`config.mk`:
```
export PLATFORM = sky130hd
export DESIGN_NAME = stage_execute_md
export DESIGN_NICKNAME = d
export VERILOG_FILES = /design/src/rtl/stage_execute_md.sv
export SDC_FILE = /design/constraint.sdc
export NUM_CORES = 1
export LEC_CHECK = 0
export CORE_MARGIN = 5
export CORE_UTILIZATION = 50
export DETAILED_ROUTE_END_ITERATION = 10
export GPL_ROUTABILITY_DRIVEN = 0
export PLACE_DENSITY = 0.85
export SYNTH_ARGS = -nofsm -noshare
export SYNTH_HDL_FRONTEND = slang
export SYNTH_SLANG_ARGS = --single-unit
```
`constraint.sdc`:
```
create_clock -name clock -period 1.3 [get_ports clock]
set_input_delay 0.325 -clock clock [delete_from_list [all_inputs] [get_ports clock]]
set_output_delay 0.325 -clock clock [all_outputs]
set_load 0.02 [all_outputs]
```
`src/rtl/stage_execute_md.sv`:
```
// Execute stage with X/M pipeline register, feeding the memory stage.
// Single-cycle ALU ops land in X/M at the next edge. Signed mul/div run in an
// iterative shift-add / restoring-divide unit that stalls the front end.
// Optional feature macro: EXEC_MULDIV_EN (defined = iterative mul/div unit,
// undefined = no FSM, stall_out tied low, mul/div complete at once with
// o_out = 0 and ovf_out = 1).
module stage_execute_md #(
    parameter int         XLEN       = 32,
    parameter logic [4:0] NOP_OPCODE = 5'b00000
) (
    input  logic            clock,
    input  logic            reset,
    input  logic            valid_in,
    input  logic [4:0]      opcode_in,
    input  logic [4:0]      aluop_in,
    input  logic [4:0]      shamt_in,
    input  logic [XLEN-1:0] a_in,
    input  logic [XLEN-1:0] b_in,
    input  logic [XLEN-1:0] imm_in,
    input  logic [4:0]      rd_in,
    input  logic            flush_in,
    output logic            stall_out,
    output logic            valid_out,
    output logic [4:0]      opcode_out,
    output logic [XLEN-1:0] o_out,
    output logic [XLEN-1:0] b_out,
    output logic [4:0]      rd_out,
    output logic            ovf_out
);

    localparam logic [4:0] OP_RTYPE = 5'b00000;
    localparam logic [4:0] OP_ADDI  = 5'b00101;
    localparam logic [4:0] OP_SW    = 5'b00111;
    localparam logic [4:0] OP_LW    = 5'b01000;
    localparam logic [4:0] ALU_MUL  = 5'd6;
    localparam logic [4:0] ALU_DIV  = 5'd7;

    logic [XLEN-1:0] sum_ab, diff_ab, sum_ai;
    logic            add_ovf, sub_ovf, addi_ovf;
    logic [XLEN-1:0] alu_o;
    logic            alu_ovf;

    assign sum_ab   = a_in + b_in;
    assign diff_ab  = a_in - b_in;
    assign sum_ai   = a_in + imm_in;
    assign add_ovf  = (a_in[XLEN-1] == b_in[XLEN-1]) && (sum_ab[XLEN-1] != a_in[XLEN-1]);
    assign sub_ovf  = (a_in[XLEN-1] != b_in[XLEN-1]) && (diff_ab[XLEN-1] != a_in[XLEN-1]);
    assign addi_ovf = (a_in[XLEN-1] == imm_in[XLEN-1]) && (sum_ai[XLEN-1] != a_in[XLEN-1]);

    // Single-cycle ALU result and overflow flag
    always_comb begin
        alu_o   = '0;
        alu_ovf = 1'b0;
        case (opcode_in)
            OP_RTYPE: begin
                case (aluop_in)
                    5'd0: begin alu_o = sum_ab;  alu_ovf = add_ovf; end
                    5'd1: begin alu_o = diff_ab; alu_ovf = sub_ovf; end
                    5'd2: alu_o = a_in & b_in;
                    5'd3: alu_o = a_in | b_in;
                    5'd4: alu_o = a_in << shamt_in;
                    5'd5: alu_o = $signed(a_in) >>> shamt_in;
                    ALU_MUL, ALU_DIV: begin
`ifdef EXEC_MULDIV_EN
                        // Result comes from the iterative unit instead
                        alu_o   = '0;
`else
                        alu_o   = '0;
                        alu_ovf = 1'b1;
`endif
                    end
                    default: alu_o = '0;
                endcase
            end
            OP_ADDI: begin alu_o = sum_ai; alu_ovf = addi_ovf; end
            OP_SW, OP_LW: alu_o = sum_ai;
            default: alu_o = '0;
        endcase
    end

`ifdef EXEC_MULDIV_EN
    localparam int CNT_W = $clog2(XLEN);

    typedef enum logic [1:0] {S_IDLE, S_BUSY, S_DONE} state_e;

    state_e            state_q, state_d;
    logic [CNT_W-1:0]  cnt_q, cnt_d;
    logic [2*XLEN-1:0] acc_q, acc_d;      // mul: {partial, multiplier}; div: {rem, quot}
    logic [XLEN-1:0]   den_q, den_d;      // multiplicand / divisor magnitude
    logic              is_div_q, is_div_d;
    logic              neg_q, neg_d;      // result sign differs from magnitude result
    logic              dz_q, dz_d;        // divide by zero
    logic              dovf_q, dovf_d;    // most-negative / -1

    logic              md_op;
    logic [XLEN-1:0]   a_mag, b_mag;
    logic [XLEN:0]     mul_sum, rem_sh;
    logic [XLEN-1:0]   div_sub;
    logic [2*XLEN-1:0] mul_step, div_step, prod;
    logic [XLEN-1:0]   quot, md_o;
    logic              md_ovf;

    assign md_op = valid_in && (opcode_in == OP_RTYPE) &&
                   ((aluop_in == ALU_MUL) || (aluop_in == ALU_DIV));
    assign stall_out = md_op && (state_q != S_DONE) && !flush_in;

    assign a_mag = a_in[XLEN-1] ? -a_in : a_in;
    assign b_mag = b_in[XLEN-1] ? -b_in : b_in;

    // One iteration of each algorithm on the unsigned magnitudes
    assign mul_sum  = {1'b0, acc_q[2*XLEN-1:XLEN]} + (acc_q[0] ? {1'b0, den_q} : '0);
    assign mul_step = {mul_sum, acc_q[XLEN-1:1]};
    assign rem_sh   = {acc_q[2*XLEN-1:XLEN], acc_q[XLEN-1]};
    assign div_sub  = rem_sh[XLEN-1:0] - den_q;
    assign div_step = (rem_sh >= {1'b0, den_q}) ? {div_sub, acc_q[XLEN-2:0], 1'b1}
                                                : {rem_sh[XLEN-1:0], acc_q[XLEN-2:0], 1'b0};

    // Sign correction and flags for the finished mul/div
    always_comb begin
        prod   = neg_q ? -acc_q : acc_q;
        quot   = neg_q ? -acc_q[XLEN-1:0] : acc_q[XLEN-1:0];
        md_o   = '0;
        md_ovf = 1'b0;
        if (is_div_q) begin
            md_o   = dz_q ? '0 : quot;
            md_ovf = dz_q || dovf_q;
        end else begin
            md_o   = prod[XLEN-1:0];
            md_ovf = prod[2*XLEN-1:XLEN] != {XLEN{prod[XLEN-1]}};
        end
    end

    // Mul/div FSM next state and operand/accumulator updates
    always_comb begin
        state_d  = state_q;
        cnt_d    = cnt_q;
        acc_d    = acc_q;
        den_d    = den_q;
        is_div_d = is_div_q;
        neg_d    = neg_q;
        dz_d     = dz_q;
        dovf_d   = dovf_q;
        if (flush_in) begin
            state_d = S_IDLE;
        end else begin
            case (state_q)
                S_IDLE: begin
                    if (md_op) begin
                        state_d  = S_BUSY;
                        cnt_d    = '0;
                        acc_d    = {{XLEN{1'b0}}, a_mag};
                        den_d    = b_mag;
                        is_div_d = (aluop_in == ALU_DIV);
                        neg_d    = a_in[XLEN-1] ^ b_in[XLEN-1];
                        dz_d     = (b_in == '0);
                        dovf_d   = (a_in == {1'b1, {(XLEN-1){1'b0}}}) && (b_in == '1);
                    end
                end
                S_BUSY: begin
                    acc_d = is_div_q ? div_step : mul_step;
                    if (cnt_q == CNT_W'(XLEN-1)) state_d = S_DONE;
                    else                         cnt_d   = cnt_q + 1'b1;
                end
                S_DONE:  state_d = S_IDLE;
                default: state_d = S_IDLE;
            endcase
        end
    end

    // Mul/div FSM and datapath registers
    always_ff @(posedge clock or negedge reset) begin
        if (!reset) begin
            state_q  <= S_IDLE;
            cnt_q    <= '0;
            acc_q    <= '0;
            den_q    <= '0;
            is_div_q <= 1'b0;
            neg_q    <= 1'b0;
            dz_q     <= 1'b0;
            dovf_q   <= 1'b0;
        end else begin
            state_q  <= state_d;
            cnt_q    <= cnt_d;
            acc_q    <= acc_d;
            den_q    <= den_d;
            is_div_q <= is_div_d;
            neg_q    <= neg_d;
            dz_q     <= dz_d;
            dovf_q   <= dovf_d;
        end
    end
`else
    assign stall_out = 1'b0;
`endif

    logic            valid_d;
    logic [4:0]      opcode_d, rd_d;
    logic [XLEN-1:0] o_d, b_d;
    logic            ovf_d;

    // X/M next value: bubble on flush, empty slot or stall, else the result
    always_comb begin
        valid_d  = 1'b0;
        opcode_d = NOP_OPCODE;
        o_d      = '0;
        b_d      = '0;
        rd_d     = '0;
        ovf_d    = 1'b0;
        if (valid_in && !flush_in && !stall_out) begin
            valid_d  = 1'b1;
            opcode_d = opcode_in;
            b_d      = b_in;
            rd_d     = rd_in;
            o_d      = alu_o;
            ovf_d    = alu_ovf;
`ifdef EXEC_MULDIV_EN
            // Unstalled md op here means the FSM is in DONE
            if (md_op) begin
                o_d   = md_o;
                ovf_d = md_ovf;
            end
`endif
        end
    end

    // X/M pipeline register
    always_ff @(posedge clock or negedge reset) begin
        if (!reset) begin
            valid_out  <= 1'b0;
            opcode_out <= NOP_OPCODE;
            o_out      <= '0;
            b_out      <= '0;
            rd_out     <= '0;
            ovf_out    <= 1'b0;
        end else begin
            valid_out  <= valid_d;
            opcode_out <= opcode_d;
            o_out      <= o_d;
            b_out      <= b_d;
            rd_out     <= rd_d;
            ovf_out    <= ovf_d;
        end
    end

endmodule
```
==> metrics.md, run 1 <==
| Metric | Value |
|---|---|
| Port buffer count | `195` |
| Post-synthesis net count | `1767` |
| Largest family of logic cells by synthesized area | `compound AO/OA/AOI/OAI gates` |
| Largest net degree at the start of global routing | `37` |
| Total CTS buffers | `9` |
| Syn avg cell area | `7.880 µm²` |
| Clock buffer depth | `2` |
| Starting density of the core | `50.62%` |
| XOR/XNOR Fraction of Synth Area | `4.422%` |
| Stop Error | `[ERROR GRT-0116] Global routing finished with congestion. Check the congestion regions in the DRC Viewer.` |
| Post-synth ARST share | `100.0%` |
| Synth Flop Type | `dfrtp_1` |
| Synth cell types | `82` |
| Register area share after synthesis | `16.01%` |
| Failing step | `global routing (5_1_grt)` |
| Setup WS pre-CTS | `-2484 ps` |
| DP HPWL | `47460 µm` |
| GRT Overall Usage | `72.98%` |
| Overflow after GRT | `4` |
| # placed instances | `2446` |
| Vias in the first global route | `22.28k` |
| Die height | `164.2 µm` |
| Synth warn | `0` |
| I/O pins | `197` |
| Adder and majority gate portion of the synthesized area | `14.83%` |
| Mapped Area | `11880 µm²` |
| Rows | `56` |
| Yosys reg bits | `76` |
| First-pass GRT wire length | `145200 µm` |
| Post-synthesis simple-gate area fraction | `16.44%` |
| Clk Tree Root Cell | `clkbuf_16` |
| Post-synth EDFFs | `0` |
| Multiplexer share of the synthesized area | `15.46%` |
| Run status | `stopped before the end` |
| Placed instance area | `18150 µm²` |
| Htree depth | `3` |
| Post-Syn Instances | `1508` |
| Die width | `164.2 µm` |
| Compound-Gate Fraction of Synth Area | `26.42%` |
| CTS sink cnt | `76` |
## cells in the mapped netlist (all sizes together), types with 23 or more instances
cell | n | area share (%)
nor2 | 198 | 6.3
a21oi | 150 | 6.3
ha | 136 | 14
o21ai | 107 | 4.5
inv | 101 | 3.2
nand2 | 101 | 3.2
dfrtp | 76 | 16
clkbuf | 64 | 2.0
mux4 | 57 | 11
xnor2 | 47 | 3.5
mux2i | 44 | 3.7
nor3 | 31 | 1.3
buf | 28 | 1.1
nand3 | 28 | 1.2
a21o | 23 | 1.5
## per-stage QoR
step | TNS (ps) | hold slack [ps] | util, %
after floorplan | -34110 | 29.41 | -
after global placement | -73740 | 220.2 | 77.34
after detailed placement | -78360 | 227.3 | 77.34
after CTS | -39740 | 349.1 | 87.49
## timing repair
item	4_1_cts
resized for setup	798
endpoints found under the hold margin	15
hold buffers	1
setup endpoints to repair	109
cloned	4
pin swaps	168
setup buffers	79
## logic make-up after synthesis
family,after synthesis
compound gates,485
simple gates,440
buf+inv,196
fa+ha+maj,139
mux,111
flops,76
xor+xnor,60
other cells,1
## layer usage
layer / overflow / track usage [%]
met1: 0 / 72.61
met2: 3 / 85.54
met3: 0 / 65.12
met4: 1 / 67.21
met5: 0 / 38.26
==> run 2, diff against run 1 <==
--- a/config.mk
+++ b/config.mk
@@ -6,10 +6,10 @@
 export NUM_CORES = 1
 export LEC_CHECK = 0
 export CORE_MARGIN = 5
-export CORE_UTILIZATION = 50
+export CORE_UTILIZATION = 35
 export DETAILED_ROUTE_END_ITERATION = 10
 export GPL_ROUTABILITY_DRIVEN = 0
-export PLACE_DENSITY = 0.85
+export PLACE_DENSITY_LB_ADDON = 0.15
 export SYNTH_ARGS = -nofsm -noshare
 export SYNTH_HDL_FRONTEND = slang
 export SYNTH_SLANG_ARGS = --single-unit
==> metrics.md, run 2 <==
| Metric | Value |
|---|---|
| Seq. cell area | `1902 µm²` |
| Most frequent cells in the layout | `buf_4 (527), nor2_1 (185), a21oi_1 (114), buf_2 (104), nand2_1 (97)` |
| CTS tree | `built` |
| Fin crit share | `219.3%` |
| Initial antenna violation count | `0` |
| GRT Overall Usage | `29.53%` |
| Yosys top cell area share | `16.01% (unchanged)` |
| Post-synthesis net count | `1767 (unchanged)` |
| Metal3 WL | `5354 µm` |
| DRC viols | `0` |
| Post-synth top area cell | `dfrtp_1 (unchanged)` |
| Pins Over Slew Limit | `0` |
| Total CTS buffers | `9 (unchanged)` |
| Critical Path RT | `1550 ps` |
| Synth Flop Type | `dfrtp_1 (unchanged)` |
| Type of element capturing the critical path | `register` |
| Htree depth | `3 (unchanged)` |
| Critical path arrival | `3100 ps` |
| Mapped Area | `11880 µm² (unchanged)` |
| CORE AREA | `33530 µm²` |
| Via count | `15.38k` |
| Die ar. | `37740 µm²` |
| Vias in the first global route | `15.20k` |
| Synth warn | `0 (unchanged)` |
| Port buffer count | `195 (unchanged)` |
| Die width | `194.3 µm (was 164.2 µm)` |
| Design area | `20750 µm²` |
| Most used cell, CP | `o211ai_1` |
| Clk Tree Root Cell | `clkbuf_16 (unchanged)` |
| Largest stage delay, worst path | `390 ps` |
| Layout overhead on the synthesized area | `74.60%` |
| Run status | `finished with violations (was stopped before the end)` |
| Starting density of the core | `35.44% (was 50.62%)` |
| Routed WL | `59010 µm` |
| Clock buffer depth | `2 (unchanged)` |
| Post-synth ARST share | `100.0% (unchanged)` |
| CTS sink cnt | `76 (unchanged)` |
| CP Cell Sequence | `buf_8 > buf_6 > inv_4 > ha_4 > fa_2 > o21bai_4 > o2111ai_4 > a31o_4 > a21oi_4 > o211ai_1 > a31o_2 > o211ai_1 > buf_4 > xnor2_2 > o21ai_1 > o2bb2ai_1` |
| WL met1 | `25130 µm` |
| Leading post-synthesis cells by cell area | `dfrtp_1 (16%), ha_1 (14%), mux4_2 (11%) (unchanged)` |
| Post-Syn Instances | `1508 (unchanged)` |
| Slew @ Worst Pin | `616.1 ps` |
| Iteration count of the initial detailed-routing pass | `8` |
| DP HPWL | `46360 µm (was 47460 µm)` |
| RSZ-0062 raised after global routing | `yes` |
| Synth cell types | `82 (unchanged)` |
| WL met2 | `26490 µm` |
| WL/cell | `21.94 µm` |
| Worst-path fanout max | `4` |
| Register area share after synthesis | `16.01% (unchanged)` |
| I/O pins | `197 (unchanged)` |
| Critical path class | `in -> reg` |
| Synth top cells by count | `nor2_1 (198), a21oi_1 (150), ha_1 (136), nand2_1 (101), inv_1 (98) (unchanged)` |
| Placed instance area | `18380 µm² (was 18150 µm²)` |
| Count leader, synth | `nor2_1 (unchanged)` |
| Maxcap violations | `0` |
| First-pass GRT wire length | `88440 µm` |
| Utilization after layout | `61.87%` |
| Max Clock Freq | `350.8 MHz` |
| Antenna Violating Nets Remaining | `0` |
| Failing checks | `setup timing` |
| Final setup margin | `-1551 ps` |
| Via density | `5.718` |
| Fraction of layout instances using a drive strength above 1 | `49.62%` |
| Commonest non-fill, non-tap cell in the layout | `buf_4` |
| Worst setup startpoint | `a_in[0]` |
| Relative slew slack | `58.49%` |
| PD cells | `645.5 nW/µm²` |
| Setup WS pre-CTS | `-2520 ps (was -2484 ps)` |
| Post-synth EDFFs | `0 (unchanged)` |
| Min Clock Period, post-route | `2851 ps` |
| Syn avg cell area | `7.880 µm² (unchanged)` |
| Hold Crit Start | `b_in[3]` |
| Setup violations, final | `33` |
| Top routing layer in use | `met4` |
| Final hold viol count | `0` |
| VDD IR max | `0.0006951 V` |
| CTS clk-pin slew, worst paths | `70 ps` |
| Worst Hold Class | `in -> reg` |
| Yosys reg bits | `76 (unchanged)` |
| Rows | `67 (was 56)` |
| Overflow after GRT | `0` |
| Startpoint types | `input port` |
| DR iter-0 viols | `1676` |
| Biggest regs | `b_out x32, o_out x32` |
| Antenna cells | `0` |
| Filler cells | `2885` |
| Critical path's slowest cell | `fa_2` |
| Largest net degree at the start of global routing | `44` |
| Nets@finish | `2495` |
| Area of the multi-input gates | `11050 µm²` |
| LEAKAGE | `9.688 nW` |
| Die height | `194.3 µm (was 164.2 µm)` |
==> run 2: final cells by class <==
class | instances | share of cell area [%]
multi-input combinational | 1236 | 53.26
timing repair buffer | 809 | 31.44
sequential | 76 | 9.167
tap | 448 | 2.702
inverter | 104 | 2.032
clock buffer | 9 | 1.086
clock inverter | 7 | 0.3136
==> run 2: path summary, 6_finish.rpt <==
kind | end | cells after the start
max | o_out[28] | 16
min | b_out[3] | 4
max in group asynchronous | b_out[0] | 3
min in group asynchronous | o_out[21] | 2
==> run 2: metrics by stage <==
step / cells / power [mW] / TNS, ps / hold slack (ps)
after CTS: 2671 / 12.83 / -38470 / 348.5
after global placement: 2589 / 9.297 / -75380 / 200.4
after floorplan: 1508 / 5.954 / -34110 / 29.41
after global routing: 2689 / 14.02 / -42150 / 325.2
after detailed placement: 2589 / 9.357 / -76130 / 202.2
final: 2689 / 13.39 / -39890 / 312.7
==> run 2: cells by family after synthesis <==
kind of cell | count (synthesis) | synth area share (%)
compound gates | 485 | 26.42
mux | 111 | 15.46
flops | 76 | 16.01
simple gates | 440 | 16.44
other cells | 1 | 0.03156
buf+inv | 196 | 6.402
fa+ha+maj | 139 | 14.83
xor+xnor | 60 | 4.422
==> run 2: worst max-delay path: cells and delay by family <==
kind	cells	cell delay, ps
compound gates	9	1740
fa+ha+maj	2	550
buf+inv	4	400
xor+xnor	1	100
==> run 2: routing by layer <==
layer  vias up  track usage, %
li1       6991               -
met1      7371           41.36
met2       860           46.90
met3       153           5.039
met4         0           8.776
met5         -               0
==> run 2: power by group <==
group | switching [mW] | leakage (nW) | internal [mW]
combinational | 4.24 | 8.51 | 4.14
clock | 1.22 | 0.140 | 1.34
sequential | 0.0158 | 1.04 | 2.43
==> run 2: what timing repair did <==
| item | CTS | global route |
|---|---|---|
| gates resized for setup | 794 | 141 |
| endpoints found under the hold margin | 11 | 0 |
| pin swaps | 143 | 124 |
| setup buffers | 65 | 24 |
| hold buffers | 1 | 0 |
| cloned | 3 | 0 |
| endpoints found under the setup margin | 109 | 37 |
Note: power is estimated with default switching activity, not from simulation.
